## src/rtl/wb_arbiter.sv

```systemverilog
// Writeback arbiter: merges ALU and load results onto the register-file write port.
// Optional statistics counters are enabled by defining WB_STATS_EN.
module wb_arbiter #(
  parameter int STARVE_LIMIT = 4,
  parameter int CNT_W        = 32
) (
  input  logic        clk,
  input  logic        reset,
  input  logic        alu_valid,
  input  logic [4:0]  alu_rd,
  input  logic [63:0] alu_val,
  output logic        alu_ready,
  input  logic        mem_valid,
  input  logic [4:0]  mem_rd,
  input  logic [63:0] mem_data,
  input  logic [2:0]  mem_funct3,
  input  logic [2:0]  mem_offset,
  output logic        mem_ready,
  output logic        write_sig,
  output logic [4:0]  write_reg,
  output logic [63:0] write_val
`ifdef WB_STATS_EN
  ,
  output logic [CNT_W-1:0] alu_wr_count,
  output logic [CNT_W-1:0] mem_wr_count
`endif
);

  localparam logic [3:0] LIMIT = 4'(STARVE_LIMIT);

  // Handshake: a source transfers when valid && ready in the same cycle; ready
  // depends only on valid, reset and the starvation counter, never on data.
  logic [3:0]  starve_q, starve_d;
  logic        alu_win;
  logic        alu_xfer, mem_xfer;
  logic        load_ok;
  logic [63:0] load_val;
  logic [63:0] byte_sh, half_sh, word_sh;
  logic        wr_en_d;
  logic [4:0]  wr_reg_d;
  logic [63:0] wr_val_d;
  logic        write_sig_q;
  logic [4:0]  write_reg_q;
  logic [63:0] write_val_q;

  assign alu_win   = alu_valid && (!mem_valid || (starve_q == LIMIT));
  assign alu_ready = !reset && alu_win;
  assign mem_ready = !reset && mem_valid && !alu_win;
  assign alu_xfer  = alu_valid && alu_ready;
  assign mem_xfer  = mem_valid && mem_ready;

  always_comb begin
    starve_d = starve_q;
    if (!alu_valid || alu_xfer) begin
      starve_d = 4'd0;
    end else if (starve_q != LIMIT) begin
      starve_d = starve_q + 4'd1;
    end
  end

  // Lane shifts drop the offset bits below the access size.
  assign byte_sh = mem_data >> {mem_offset, 3'b000};
  assign half_sh = mem_data >> {mem_offset[2:1], 4'b0000};
  assign word_sh = mem_data >> {mem_offset[2], 5'b00000};

  always_comb begin
    load_ok  = 1'b1;
    load_val = mem_data;
    case (mem_funct3)
      3'b000:  load_val = {{56{byte_sh[7]}}, byte_sh[7:0]};
      3'b100:  load_val = {56'd0, byte_sh[7:0]};
      3'b001:  load_val = {{48{half_sh[15]}}, half_sh[15:0]};
      3'b101:  load_val = {48'd0, half_sh[15:0]};
      3'b010:  load_val = {{32{word_sh[31]}}, word_sh[31:0]};
      3'b110:  load_val = {32'd0, word_sh[31:0]};
      3'b011:  load_val = mem_data;
      default: load_ok  = 1'b0;
    endcase
  end

  always_comb begin
    wr_en_d  = 1'b0;
    wr_reg_d = write_reg_q;
    wr_val_d = write_val_q;
    if (alu_xfer) begin
      wr_en_d  = (alu_rd != 5'd0);
      wr_reg_d = alu_rd;
      wr_val_d = alu_val;
    end else if (mem_xfer) begin
      wr_en_d  = (mem_rd != 5'd0) && load_ok;
      wr_reg_d = mem_rd;
      wr_val_d = load_val;
    end
  end

  always_ff @(posedge clk) begin
    if (reset) begin
      starve_q    <= 4'd0;
      write_sig_q <= 1'b0;
      write_reg_q <= 5'd0;
      write_val_q <= 64'd0;
    end else begin
      starve_q    <= starve_d;
      write_sig_q <= wr_en_d;
      // Filtered transfers (x0, illegal funct3) leave the data registers untouched.
      if (wr_en_d) begin
        write_reg_q <= wr_reg_d;
        write_val_q <= wr_val_d;
      end
    end
  end

  assign write_sig = write_sig_q;
  assign write_reg = write_reg_q;
  assign write_val = write_val_q;

`ifdef WB_STATS_EN
  logic             src_alu_q;
  logic [CNT_W-1:0] alu_cnt_q, mem_cnt_q;

  always_ff @(posedge clk) begin
    if (reset) begin
      src_alu_q <= 1'b0;
      alu_cnt_q <= '0;
      mem_cnt_q <= '0;
    end else begin
      if (wr_en_d) begin
        src_alu_q <= alu_xfer;
      end
      if (write_sig_q && src_alu_q && (alu_cnt_q != '1)) begin
        alu_cnt_q <= alu_cnt_q + 1'b1;
      end
      if (write_sig_q && !src_alu_q && (mem_cnt_q != '1)) begin
        mem_cnt_q <= mem_cnt_q + 1'b1;
      end
    end
  end

  assign alu_wr_count = alu_cnt_q;
  assign mem_wr_count = mem_cnt_q;
`else
  logic [CNT_W-1:0] unused_cnt_w;
  assign unused_cnt_w = '0;
`endif

endmodule

```

## config.mk

```make
export PLATFORM = sky130hd
export DESIGN_NAME = wb_arbiter
export DESIGN_NICKNAME = d
export VERILOG_FILES = /design/src/rtl/wb_arbiter.sv
export SDC_FILE = /design/constraint.sdc
export NUM_CORES = 1
export LEC_CHECK = 0
export ABC_CLOCK_PERIOD_IN_PS = 2600
export CORE_ASPECT_RATIO = 2
export CORE_MARGIN = 10
export CORE_UTILIZATION = 44
export DETAILED_ROUTE_END_ITERATION = 7
export HOLD_SLACK_MARGIN = 0.03
export MAX_ROUTING_LAYER = met4
export PLACE_DENSITY = 0.86
export SYNTH_ARGS = -nofsm -noshare
export SYNTH_HDL_FRONTEND = slang
export SYNTH_SLANG_ARGS = --single-unit
```

## constraint.sdc

```tcl
create_clock -name clk -period 2.6 [get_ports clk]
set_clock_uncertainty 0.05 [all_clocks]
set_input_delay 0.52 -clock clk [delete_from_list [all_inputs] [get_ports clk]]
set_output_delay 0.52 -clock clk [all_outputs]
set_load 0.02 [all_outputs]
```

# Word-level counts from Yosys, hierarchy flattened
# Index checks and enable logic that the tools add are counted.
[totals]
out_inout_bits = 72
romBits = 0
inputBits = 148
n_memories = 0
latch_bits = 0
reg_bits = 74
ramBits = 0
[classes]
shifts = 3
addsub = 1
bitwise_logic = 0
n_lt_le_gt_ge = 0
div_mod_pow = 0
n_reduce_logical = 20
n_eq_ne = 8
multipliers = 0
muxes = 8
[op_table]
columns = ["operator", "n"]
rows = [
  ["$pmux 64 s6", 1],
  ["$mux 64", 2],
  ["$shr 64x6->16", 1],
  ["$shr 64x6->32", 1],
  ["$shr 64x6->8", 1],
  ["$mux 5", 2],
  ["$reduce_bool 5->1", 2],
  ["$eq 3x3->1 const B", 3],
  ["$logic_and 1x1->1", 7],
  ["$reduce_or 7->1", 1],
  ["$eq 3x2->1 const B", 2],
  ["$add 4x1->4 const B", 1],
  ["$eq 4x3->1 const B", 1],
  ["$logic_not 1->1", 4],
  ["$ne 4x3->1 const B", 1],
  ["$eq 3x1->1 const B", 1],
  ["$logic_not 3->1", 1],
  ["$mux 1", 3],
  ["$logic_or 1x1->1", 2],
  ["$reduce_and 2->1", 1],
  ["$reduce_bool 2->1", 1],
  ["$reduce_or 2->1", 1],
]

# Logic depth before layout (Yosys ltp)
[logic_depth]
ltp_word = 9
depth_mapped = 10
ltp_nobuf = 8

# Worst setup path after synthesis
# OpenSTA, ideal clock, no wires.
[synth_timing]
path_type = "in2out"
startpoint = "input reset"
endpoint = "output alu_ready"
slack_ps = 314
stages = 6
arrival_time_ps = 1716
required_ps = 2030
path_cell_list = "buf_2 -> nor2b_1 -> o21ai_2 -> inv_1 -> clkbuf_1 -> clkbuf_1"
[synth_via]
elab_chain_cells = 2
[synth_lines]
columns = ["item", "line", "source"]
rows = [
  ["start: declaration", "8", "input logic reset,"],
  ["$logic_not 1->1", "47", "assign alu_ready = !reset && alu_win;"],
  ["$logic_and 1x1->1", "47", ""],
  ["end: declaration", "12", "output logic alu_ready,"],
]
# No other way between the ends.

# Final worst setup path
[layout_timing]
startpoint = "register starve_q[0]"
endpoint = "output mem_ready"
[layout_via]
elab_chain_cells = 5
[layout_lines]
columns = ["item", "line", "source"]
rows = [
  ["start: declaration", "33", "logic [3:0] starve_q, starve_d;"],
  ["start signal: assignment", "103", "starve_q <= starve_d;"],
  ["$eq 4x3->1", "46", "assign alu_win = alu_valid && (!mem_valid || (starve_q == LIMIT));"],
  ["$logic_or 1x1->1", "46", ""],
  ["$logic_and 1x1->1", "46", ""],
  ["$logic_not 1->1", "48", "assign mem_ready = !reset && mem_valid && !alu_win;"],
  ["$logic_and 1x1->1", "48", ""],
  ["end: declaration", "18", "output logic mem_ready,"],
]
# No other way between the ends.

==> impl_metrics.tcl <==
set metrics [dict create \
    hp-class "flip-flop to flip-flop" \
    endpoint_kind "output port" \
    route.detailed.drc 0 \
    syn_avg_cell_area_sq_um 8.201 \
    vdd_drop_max_uv 443.0 \
    die-area_sq_mm 0.01685 \
    ys_ff_latch 74 \
    cts_tree "built" \
    nFillCells 952 \
    drt_wl_total_mm 23.09 \
    path_common_cell "inv_1" \
    grt_usage_pct 26.55 \
    fin_nets 1017 \
    status "complete, no violations" \
    hold_viol 0 \
    dp_cells 1001 \
    syn_to_final_growth_pct 56.10 \
    p_sw_share_pct 30.99 \
    die_w_um 96.93 \
    core-area_sq_mm 0.01163 \
    synthCells 635 \
    largest_reg_flops 64 \
    post_cts_buffers 0 \
    timing.max_cap.violations 0 \
    vias 6116 \
    drive_above_1_share_pct 17.45 \
    seqPwrFrac_pct 33.4 \
    async_reset_ff_share_pct 0 \
    grt_pass1_vias 6517 \
    numCtsBuffers 9 \
    final-max-slew-violation-count 0 \
    globalplace.congestion 0.9598 \
    synth_area_sq_mm 0.005207 \
    wl_per_cell_um 22.70 \
    first_pass_iters 6 \
    crit_required_ns 2.03 \
    power_density_mw_per_mm2 485.2 \
    antenna_left 0 \
    dpl.hpwl_mm 19.04 \
    synthesis.nets 785 \
    fp-row-count 56 \
    design.portCount 220 \
    cp_cell_sequence "inv_1 > ha_1 > and3b_1 > a21o_1 > inv_1 > dlygate4sd2_1" \
    root_buffer "clkbuf_16" \
    power_frac_comb_pct 35.1 \
    worstPathArrival_ns 1.89 \
    seq_area_frac_synth_pct 28.45 \
    grt_overflow 0 \
    p_int_w 0.002722 \
    cts_sinks 74 \
    grt_max_degree 38 \
    period_minus_slack_ns 2.459 \
    rsz0062_at_grt "false" \
    htree_levels 3 \
    io_buffers 219 \
    pre_cts_slack_ns -0.2334 \
    worstSetupPathType "flip-flop to output port" \
    grt_pass1_wl_mm 35.54 \
    worstMarginPinSlew_ns 0.5121 \
    leakage_nw 3.280 \
    synth_top_flop_cell "dfxtp_1" \
    yosys_warnings 0 \
    crit_slowest_cell "dfxtp_1" \
    cts_buffer_depth 2 \
    start_util_pct 44.77 \
    drt-vias-per-instance 6.014 \
    die_h_um 173.9 \
    finalCritPeriodShare_pct 94.58 \
    cp_max_fo 4 \
    setup_slack_ns 0.1408 \
    synth_edf_count 0 \
    stdcell_count 1017 \
    max_stage_delay_ns 0.38 \
    final-setup-viol-count 0 \
    antenna_found_initial 1 \
    drtIter0Drc 502 \
    final.setup.tns_ns 0 \
    relSlewSlack_pct 65.68 \
    fmax_mhz 406.6 \
    clock_power_share_pct 31.5 \
    clkLatencyLatePin_ns 0.34 \
    start_kind "flip-flop" \
    p_sw_w 0.001222 \
    clk_pin_slew_worst_paths_ns 0.06 \
    synth.distinct_cells 54 \
]
metrics by stage:
step	utilization, %	hold slack, ns	total power (W)	instance area, sq um
floorplan	-	0.3797	0.001994	5207
global placement	67.28	0.3882	0.002694	7825
detailed placement	67.28	0.3954	0.002716	7825
CTS	69.78	0.4156	0.003948	8117
finish	69.89	0.4103	0.003944	8129
global route	69.89	0.4342	0.004098	8129
layer usage:
metal	vias to the layer above	GRT usage [%]	part of all wire, %
met1	2881	25.91	35
met5	-	-	0
met4	0	14.65	5.4
met2	320	48.04	53
met3	98	4.671	6.0
li1	2817	-	-
repair_timing:
action / 4_1_cts / 5_1_grt
hold buffers: 0 / 0
endpoints found under the setup margin: 2 / 13
gates resized for setup: 2 / 3
pin swaps: 0 / 0
final cells by class:
type | instances | area, sq um | area share, %
Antenna cell | 1 | 2.502 | 0.03078
Clock buffer | 10 | 239.0 | 2.940
Clock inverter | 5 | 55.05 | 0.6772
Inverter | 12 | 45.04 | 0.5541
Multi-Input combinational cell | 485 | 3367 | 41.42
Sequential cell | 74 | 1481 | 18.22
Tap cell | 145 | 181.4 | 2.232
Timing Repair Buffer | 285 | 2758 | 33.92
logic make-up after synthesis:
logic type               count (synthesis)  synth area share (%)
AND/OR/NAND/NOR                        263                 27.08
AO/OA/AOI/OAI                          185                 25.81
buffers and inverters                   76                 7.376
flip-flops                              74                 28.45
multiplexers                            34                 10.64
adder cells (fa/ha/maj)                  2                0.4805
XOR/XNOR                                 1                0.1682
cell usage in the layout (no fill, tap or decap), drive strengths merged, types with 7 or more instances in the layout:
cell,instances
clkdlybuf4s50,215
nand2,98
dfxtp,74
buf,67
o21ai,59
nor3,39
o2bb2ai,33
nand3,32
nor2,31
nand2b,20
and3,20
a21oi,18
mux4,16
o221ai,12
a311o,12
inv,12
mux2,11
clkbuf,10
a31oi,9
mux2i,7
worst paths after layout:
check	end	start	slack, ns	cells past startpoint
worst min register to register	write_val[60]$_SDFFE_PP0P_	write_val[60]$_SDFFE_PP0P_	0.41	1
worst min-delay path	write_val[60]$_SDFFE_PP0P_	write_val[60]$_SDFFE_PP0P_	0.41	1
worst max-delay path	mem_ready	starve_q[0]$_SDFFE_PP0N_	0.14	6
worst max register to register	write_val[22]$_SDFFE_PP0P_	starve_q[0]$_SDFFE_PP0N_	0.19	8
synthesized netlist by cell type, types with 5 or more instances:
library cell	number	share of area (%)
mux2_2	10	2.2
o221ai_1	12	2.0
and3_1	20	2.4
buf_4	6	0.86
clkbuf_1	30	2.2
buf_2	19	1.8
nor3_2	30	5.8
a211o_1	5	0.84
nor3_1	9	0.86
o21ai_1	29	2.8
mux2i_1	7	1.3
a31oi_1	9	1.1
a311o_1	12	2.3
buf_6	7	1.5
dfxtp_1	74	28
and2_1	5	0.60
o21ai_0	28	2.7
nand3_1	32	3.1
nor2b_1	5	0.60
nand2b_1	20	2.4
a21oi_1	18	1.7
o2bb2ai_1	33	5.6
nor2_1	30	2.2
nand2_1	98	7.1
inv_1	11	0.79
a21o_1	5	0.72
mux4_2	16	6.9
power by group through the flow:
stage | sequential [W] | clock [W] | combinational (W)
global placement | 0.00133 | 0 | 0.00136
global route | 0.00133 | 0.00130 | 0.00147
finish | 0.00132 | 0.00124 | 0.00138
CTS | 0.00132 | 0.00125 | 0.00138
detailed placement | 0.00134 | 0 | 0.00138
floorplan | 0.00147 | 0 | 0.000521
worst max-delay path, delay by kind of cell, from the launching register on:
kind	cells	cell delay, ns
buffers and inverters	3	0.47
flip-flops	1	0.38
AO/OA/AOI/OAI	1	0.25
AND/OR/NAND/NOR	1	0.23
adder cells (fa/ha/maj)	1	0.22
No activity file was read; power rests on OpenSTA's default activity.
